File: config.mk
export PLATFORM = sky130hd
export DESIGN_NAME = wb_stage
export DESIGN_NICKNAME = d
export VERILOG_FILES = /design/src/rtl/wb_stage.sv
export SDC_FILE = /design/constraint.sdc
export NUM_CORES = 1
export LEC_CHECK = 0
export CORE_MARGIN = 3
export CORE_UTILIZATION = 49
export CTS_CLUSTER_SIZE = 30
export DETAILED_ROUTE_END_ITERATION = 16
export HOLD_SLACK_MARGIN = 0.02
export PLACE_DENSITY = 0.91
export SKIP_CTS_REPAIR_TIMING = 1
export SYNTH_ARGS = -nofsm -noshare
export SYNTH_HDL_FRONTEND = slang
export SYNTH_SLANG_ARGS = --single-unit
File: constraint.sdc
create_clock -name clk -period 2.87 [get_ports clk]
set_input_delay 0.574 -clock clk [delete_from_list [all_inputs] [get_ports clk]]
set_output_delay 0.574 -clock clk [all_outputs]
set_load 0.01 [all_outputs]
File: src/rtl/wb_stage.sv
// Write-back stage of the 5-stage RISC-V core.
//
// Holds the MEM/WB pipeline register and selects the result written back:
// ALU result, an aligned and extended load value, or the PC+4 link value.
// The result drives the register-file write port. A 64-bit counter
// records retired instructions.
//
// Ports:
//   clk, reset      - clock; asynchronous active-low reset
//   mem_*           - instruction arriving from the MEM stage
//   wb_stall        - hold the MEM/WB register, no capture and no retire
//   reg_write, rd,
//   write_data      - register-file write port
//   wb_valid        - WB register holds a real instruction
//   instret         - retired-instruction count, wraps at 2^64
module wb_stage (
  input  logic        clk,
  input  logic        reset,
  input  logic        mem_valid,
  input  logic        mem_reg_write,
  input  logic [4:0]  mem_rd,
  input  logic [1:0]  mem_wb_sel,
  input  logic [2:0]  mem_funct3,
  input  logic [31:0] mem_alu_result,
  input  logic [31:0] mem_load_data,
  input  logic [31:0] mem_pc_plus4,
  input  logic        wb_stall,
  output logic        reg_write,
  output logic [4:0]  rd,
  output logic [31:0] write_data,
  output logic        wb_valid,
  output logic [63:0] instret
);

  logic        valid_q, valid_d;
  logic        reg_write_q, reg_write_d;
  logic [4:0]  rd_q, rd_d;
  logic [1:0]  wb_sel_q, wb_sel_d;
  logic [2:0]  funct3_q, funct3_d;
  logic [31:0] alu_result_q, alu_result_d;
  logic [31:0] load_data_q, load_data_d;
  logic [31:0] pc_plus4_q, pc_plus4_d;
  logic [63:0] instret_q, instret_d;

  // Next-state: capture when not stalled; a bubble never carries a write.
  always_comb begin
    valid_d      = valid_q;
    reg_write_d  = reg_write_q;
    rd_d         = rd_q;
    wb_sel_d     = wb_sel_q;
    funct3_d     = funct3_q;
    alu_result_d = alu_result_q;
    load_data_d  = load_data_q;
    pc_plus4_d   = pc_plus4_q;
    instret_d    = instret_q;
    if (!wb_stall) begin
      valid_d      = mem_valid;
      reg_write_d  = mem_valid & mem_reg_write;
      rd_d         = mem_rd;
      wb_sel_d     = mem_wb_sel;
      funct3_d     = mem_funct3;
      alu_result_d = mem_alu_result;
      load_data_d  = mem_load_data;
      pc_plus4_d   = mem_pc_plus4;
      // The instruction in WB retires as it is replaced.
      if (valid_q) begin
        instret_d = instret_q + 64'd1;
      end
    end
  end

  always_ff @(posedge clk or negedge reset) begin
    if (!reset) begin
      valid_q      <= 1'b0;
      reg_write_q  <= 1'b0;
      rd_q         <= 5'd0;
      wb_sel_q     <= 2'b00;
      funct3_q     <= 3'b000;
      alu_result_q <= 32'd0;
      load_data_q  <= 32'd0;
      pc_plus4_q   <= 32'd0;
      instret_q    <= 64'd0;
    end else begin
      valid_q      <= valid_d;
      reg_write_q  <= reg_write_d;
      rd_q         <= rd_d;
      wb_sel_q     <= wb_sel_d;
      funct3_q     <= funct3_d;
      alu_result_q <= alu_result_d;
      load_data_q  <= load_data_d;
      pc_plus4_q   <= pc_plus4_d;
      instret_q    <= instret_d;
    end
  end

  // Load extraction: byte picked by addr[1:0], halfword by addr[1] only.
  logic [7:0]  load_byte;
  logic [15:0] load_half;
  logic [31:0] load_value;

  always_comb begin
    load_byte = 8'd0;
    unique case (alu_result_q[1:0])
      2'd0:    load_byte = load_data_q[7:0];
      2'd1:    load_byte = load_data_q[15:8];
      2'd2:    load_byte = load_data_q[23:16];
      default: load_byte = load_data_q[31:24];
    endcase
    load_half = alu_result_q[1] ? load_data_q[31:16] : load_data_q[15:0];

    load_value = load_data_q;
    case (funct3_q)
      3'b000:  load_value = {{24{load_byte[7]}}, load_byte};
      3'b100:  load_value = {24'd0, load_byte};
      3'b001:  load_value = {{16{load_half[15]}}, load_half};
      3'b101:  load_value = {16'd0, load_half};
      default: load_value = load_data_q;
    endcase
  end

  always_comb begin
    write_data = alu_result_q;
    case (wb_sel_q)
      2'b01:   write_data = load_value;
      2'b10:   write_data = pc_plus4_q;
      default: write_data = alu_result_q;
    endcase
  end

  assign reg_write = valid_q & reg_write_q & (rd_q != 5'd0);
  assign rd        = rd_q;
  assign wb_valid  = valid_q;
  assign instret   = instret_q;

endmodule
; ---- Word-level counts from Yosys, hierarchy flattened
; Cells that the tools add are included.
[classes]
n_mux = 4
reduce_logical = 4
addsub = 1
n_bitwise = 4
n_eq_ne = 7
[op_table]
columns = operator, n
row1 = $pmux 32 s4, 1
row2 = $add 64x1->64 const B, 1
row3 = $pmux 32 s2, 1
row4 = $pmux 8 s3, 1
row5 = $mux 16, 1
row6 = $eq 3x3->1 const B, 2
row7 = $reduce_bool 5->1, 1
row8 = $eq 2x1->1 const B, 2
row9 = $eq 2x2->1 const B, 2
row10 = $and 1x1->1, 3
row11 = $eq 3x1->1 const B, 1
row12 = $logic_not 3->1, 1
row13 = $logic_not 2->1, 1
row14 = $reduce_and 2->1, 1
row15 = $not 1->1, 1
[word_totals]
word_cells = 29
regBits = 172
out_inout_bits = 103

; ---- Depth between registers and ports, before layout
; Gate-level depths: netlist of the first run.
[depth]
ltp_word = 4
mapped_depth = 10
ltp_nobuf = 6

; ---- Least setup slack after synthesis of the first run
; OpenSTA, ideal clock, no wires.
[synth_path]
path_type = register to output
from = register wb_sel_q[0]
to = output port write_data[27]
required_ps = 2296
arrival_time_ps = 1911
stages_incl_launch_ff = 11
setup_slack_ps = 385
cell_sequence = dfrtp_1 inv_1 ha_1 clkbuf_1 nor2b_1 buf_2 and2_1 clkbuf_1 buf_2 a221oi_1 nand2_1
[synth_via]
elab_chain_cells = 2
word_cells_on_any_way = 3
classes_between = 2 x eq/ne / 1 x mux
[synth_lines]
columns = item, line_no
row1 = from (decl), 38  ; logic [1:0] wb_sel_q, wb_sel_d;
row2 = from (signal assigned), 87  ; wb_sel_q <= wb_sel_d;
row3 = $eq 2x2->1 / $eq 2x1->1 (equally long branches), 123  ; case (wb_sel_q)
row4 = $pmux 32 s2 *, 123
row5 = to (decl), 30  ; output logic [31:0] write_data,
; Every way passes the cells marked *; elsewhere a longest branch is shown, timed or not.

; ---- Final worst setup path of the first run
[layout_path]
from = register wb_sel_q[0]
to = output port write_data[24]
; The elaborated chain is that of the path after synthesis.

==> results of run 1 <==
## cell families after synthesis
logic type | count (synthesis)
compound gates | 65
simple gates | 234
xor+xnor | 63
mux | 119
flops | 172
buf+inv | 51
fa+ha+maj | 3
## critical path, stage by stage, from the launching register on
cell and delay, ns:
dfrtp_1 0.40, inv_1 0.12, ha_4 0.23, nor2b_2 0.17, buf_6 0.17, o2111ai_1 0.16, buf_6 0.20, nand2_1 0.06
clkdlybuf4s50_1 0.53
## cells in the mapped netlist, drive strengths merged (9+ instances only)
master	n	area, um2
nor4	18	185
buf	9	63.8
o221ai	12	105
nand2	67	251
nor2b	9	56.3
xnor2	31	272
inv	15	56.3
nor2	32	123
clkbuf	27	101
a221oi	16	140
xor2	32	280
dfrtp	172	4300
nor3	23	130
a21oi	9	45.0
and3	20	125
nand3	23	115
mux2	112	1260
nand4	23	175
## layer usage
layer  global-route usage [%]  vias to the layer above  part of all wire [%]
met4                     10.2                        2                   3.5
li1                         -                     3001                     -
met3                     6.81                       68                   7.4
met2                     43.1                      311                    50
met1                     32.3                     3411                    39
met5                        0                        -                 0.053
## layout make-up
| type | instances | share of cell area (%) |
|---|---|---|
| flip-flops and latches | 172 | 37.5 |
| multi-input cells | 484 | 33.4 |
| repair buffers | 240 | 21.3 |
| clock buffers | 22 | 3.95 |
| well taps | 216 | 2.35 |
| clock inverters | 9 | 0.991 |
| inverters | 15 | 0.490 |
| diodes | 2 | 0.0436 |
## worst max-delay path by stage
stage	slack (ns)	depth (start not counted)	end	start
floorplan	0.39	10	write_data[27]	wb_sel_q[0]
global placement	0.08	7	write_data[26]	wb_sel_q[0]
detailed placement	-0.07	7	write_data[29]	wb_sel_q[0]
CTS	-0.56	7	write_data[18]	wb_sel_q[0]
global route	-0.26	8	write_data[31]	wb_sel_q[0]
finish	-0.16	8	write_data[24]	wb_sel_q[0]
## through the flow
step           setup TNS [ns]  setup slack (ns)
2_1_floorplan               0             0.385
3_3_place_gp                0            0.0842
3_5_place_dp           -0.311           -0.0749
4_1_cts                -11.70            -0.557
5_1_grt                -0.819            -0.260
6_report               -0.315            -0.158
## power groups by stage
stage                     combinational [mW]  clock (mW)  sequential [mW]
final                                   1.34        2.26             2.80
after global routing                    1.43        2.39             2.82
after CTS                               1.31        2.29             2.79
after detailed placement                1.30           0             2.83
after global placement                  1.27           0             2.82
after floorplan                        0.600           0             2.79
## cell usage in the layout (no fill, tap or decap), types with 18 or more instances in the layout
| cell type | n |
|---|---|
| mux2_2 | 110 |
| buf_4 | 22 |
| dfrtp_1 | 168 |
| nor2_1 | 30 |
| xor2_1 | 32 |
| nand3_1 | 23 |
| nand2_1 | 67 |
| xnor2_1 | 31 |
| and3_1 | 20 |
| nand4_1 | 18 |
| dlymetal6s2s_1 | 28 |
| nor3_1 | 20 |
| clkdlybuf4s50_1 | 181 |
## registers in the layout, summed over array words and instances, names as in the netlist
| register | flops |
|---|---|
| reg_write_q | 1 |
| wb_valid | 1 |
| load_data_q | 32 |
| rd | 5 |
| funct3_q | 3 |
| instret | 64 |
| pc_plus4_q | 32 |
| wb_sel_q | 2 |
| alu_result_q | 32 |
==> qor.yml, run 1 <==
seqPwrFrac_pct: 43.8
core_area_um2: 16200
r2r_end: "instret[53]"
ys_warn_count: 0
ys_ff_latch: 172
cts.path.max_buffers: 2
cts_tree: "done"
yosysUniqueCellTypes: 51
setup_viol: 2
clk_pin_slew_ns: 0.06
first_iter_violations: 461
pwr-share-comb_pct: 20.9
yosys.area_share.xor_xnor_pct: 6.67
drc: 0
chipWidth_um: 136
vias_per_cell: 5.86
die_area_um2: 18500
grt_setup_unrepaired: "true"
fin_util_pct: 71.0
instances_no_fill: 1160
reg2regPathDepth: 5
area.growth.synth_to_final_pct: 39.0
fin_crit_sh_pct: 105
dpl_cell_area_um2: 10700
clock_latency_ns: 0.42
outcome: "complete, but fails checks"
synthArstFlopShare_pct: 100
fin_hold_ws_ns: 0.119
final_layout_size_suffix_gt1_share_pct: 22.4
die_h_um: 136
slew_violations: 0
htreeDepth: 4
crit_arrival_ns: 2.45
crit_required_ns: 2.30
fin_ws_ns: -0.158
grt_use_total_pct: 25.9
fp-row-count: 46
path_class: "flip-flop to primary output"
vias: 6793
grt_pass1_wl_um: 37100
cts.sinks: 172
layout_min_cycle_time_ns: 3.03
end_kind: "primary output"
antenna_left: 0
max_slew_margin_pct: 43.4
intPower_mw: 4.65
grt_overflow: 0
ios: 214
initial_utilization_pct: 51.1
dp_hpwl_um: 16900
syn_nets: 821
p_clk_share_pct: 35.3
multi_input_area_um2: 3840
swShare_pct: 27.3
synth_compound_area_share_pct: 5.89
synth_edf_count: 0
worst_pin_slew_ns: 0.849
netlist_area_um2: 8270
skew_ns: 0.00744
drt-total-wl_um: 24600
hold_viol_final: 0
grt_max_degree: 95
wl_per_cell_um: 21.2
regArea_um2: 4310
cts_buffers: 17
synth_cells: 707
ctsRootBufferMaster: "clkbuf_16"
drt_pass1_iterations: 5
p_switching_mw: 1.75
leakagePower_nw: 5.22
violations: "setup timing"
nFillCells: 1122
crit_fanout: 13
synthFlopType: "dfrtp_1"
maxCapViolCount: 0
fmax_ghz: 0.330
muxShareOfSynthArea_pct: 16.1
place_inst: 1123
antenna_found_initial: 3
cp-start-kind: "flip-flop"
power_density_nw_per_um2: 557
finalNetCount: 1044
synth_top_family_by_area: "simple AND/OR/NAND/NOR gates"
synthSimpleGateAreaFrac_pct: 16.1
reg2reg_setup_slack_ns: 0.56
ir_worst_vdd_mv: 0.462
gp_congestion: 0.929
syn_avg_cell_area_um2: 11.7
grt_pass1_vias: 6903
total_power_mw: 6.40
hp-class: "input pin to async pin"
synthAdderAreaFrac_pct: 0.454
io_buffers: 213
r2r-start: "instret[24]"
final_cell_area_um2: 11500
seq_area_frac_synth_pct: 52.1
Power figures use the tool's default switching activity.
==> inputs of run 2 (changes only) <==
CORE_UTILIZATION = 45   (was 49)
PLACE_DENSITY = 0.86   (was 0.91)
==> run 2 against run 1 <==
  * Sequential power hardly changed
  * Highest routed layer is now met4
  * Wire length is 3.5% lower
  * Non-clock buffer count is 1 lower
  * Clock skew is 0.0048 ns higher
  * The flow still finishes with violations (setup timing)
  * Critical path depth is 1 higher
  * Hold slack better by 0.058 ns
  * Sequential cell count stayed put
  * Clock power is 4% lower
  * Via count is 2.6% lower
  * Clock-buffer cell count is 3 lower
  * Core utilization is 5.9 points lower
==> qor.yml, run 2 (synthesis gave the netlist of run 1 again) <==
drt_pass1_iterations: 6
layout_min_cycle_time_ns: 3.01
chipWidth_um: 142
reg2reg_setup_slack_ns: 0.56
vias_per_cell: 5.66
cts.path.max_buffers: 2
fmax_ghz: 0.332
hold_viol_final: 0
cts_tree: "done"
grt_pass1_wl_um: 36600
core_area_um2: 17700
final_layout_size_suffix_gt1_share_pct: 22.7
worst_pin_slew_ns: 0.749
grt_use_total_pct: 23.2
power_density_nw_per_um2: 549
crit_fanout: 11
vias: 6616
clk_pin_slew_ns: 0.07
ctsRootBufferMaster: "clkbuf_16"
path_class: "flip-flop to primary output"
max_slew_margin_pct: 49.4
cp-start-kind: "flip-flop"
fp-row-count: 48
area.growth.synth_to_final_pct: 39.2
fin_ws_ns: -0.142
drc: 0
regArea_um2: 4310
hp-class: "input pin to async pin"
ios: 214
slew_violations: 0
end_kind: "primary output"
most-common-layout-cells: "clkdlybuf4s50_1, dfrtp_1, mux2_2"
fin_util_pct: 65.2
grt_setup_unrepaired: "true"
grt_pass1_vias: 6717
largest_reg_flops: 64
fin_crit_sh_pct: 105
grt_overflow: 0
final_common_cell: "clkdlybuf4s50_1"
cts.sinks: 172
nFillCells: 1332
gp_congestion: 0.919
die_area_um2: 20000
clock_latency_ns: 0.42
finalSetupTns_ns: -0.241
first_iter_violations: 399
dp_hpwl_um: 16800
antenna_left: 0
drt-total-wl_um: 23700
skew_ns: 0.0122
htreeDepth: 4
maxCapViolCount: 0
wl_per_cell_um: 20.3
setup_viol: 2
io_buffers: 213
crit_required_ns: 2.30
multi_input_area_um2: 3850
crit_arrival_ns: 2.44
outcome: "complete, but fails checks"
antenna_found_initial: 2
initial_utilization_pct: 46.8
violations: "setup timing"
ir_worst_vdd_mv: 0.420
reg2regPathDepth: 6
pre_cts_ws_ns: -0.0554
cts_buffers: 17
finalNetCount: 1043
die_h_um: 142
grt_max_degree: 110
leakagePower_nw: 5.22
## run 2: cell types whose count changed in the layout (fill, tap and decap cells not counted), sizes merged
| cell | previous run | this run |
|---|---|---|
| clkinv | 2 | 6 |
| buf | 29 | 28 |
| clkbuf | 24 | 21 |
| inv | 17 | 19 |
| bufinv | 2 | 0 |
## run 2: path summary, 6_finish.rpt
path | startpoint | end
max in group asynchronous | reset | funct3_q[0]
min reg2reg | instret[63] | instret[63]
max reg2reg | instret[0] | instret[38]
max | wb_sel_q[0] | write_data[23]
min | reset | alu_result_q[12]
min in group clk | instret[63] | instret[63]
## run 2: worst max-delay path, cell delays in order, from the launching register on
cell and delay (ns):
dfrtp_1 0.38, inv_1 0.08, ha_4 0.29, buf_4 0.13, inv_1 0.06, buf_4 0.17, and3_1 0.16, a221oi_2 0.19
nand2_1 0.08, clkdlybuf4s50_1 0.47
## run 2: power breakdown
| group | internal [mW] | total (mW) | switching [mW] |
|---|---|---|---|
| combinational | 0.740 | 1.34 | 0.597 |
| clock | 1.17 | 2.18 | 1.01 |
| sequential | 2.62 | 2.80 | 0.182 |
## run 2: routing by layer
layer / global-route usage, % / share of wire, %
met5: 0 / 0
met1: 29.7 / 41
met3: 5.43 / 5.9
met4: 9.09 / 2.6
met2: 38.2 / 50
## run 2: through the flow
| step | instance area, um2 | std cells | hold slack [ns] | power (mW) |
|---|---|---|---|---|
| 2_1_floorplan | 8270 | 707 | 0.278 | 3.39 |
| 3_3_place_gp | 10700 | 1133 | 0.459 | 4.09 |
| 3_5_place_dp | 10700 | 1133 | 0.462 | 4.13 |
| 4_1_cts | 11300 | 1165 | 0.195 | 6.31 |
| 5_1_grt | 11500 | 1169 | 0.222 | 6.57 |
| 6_report | 11500 | 1169 | 0.176 | 6.32 |
## run 2: cell type report
class / instances / share of cell area (%)
sequential: 172 / 37.4
multi-input combinational: 484 / 33.4
timing repair buffer: 239 / 21.3
clock buffer: 19 / 3.94
tap: 225 / 2.45
clock inverter: 13 / 0.957
inverter: 15 / 0.489
antenna: 2 / 0.0435
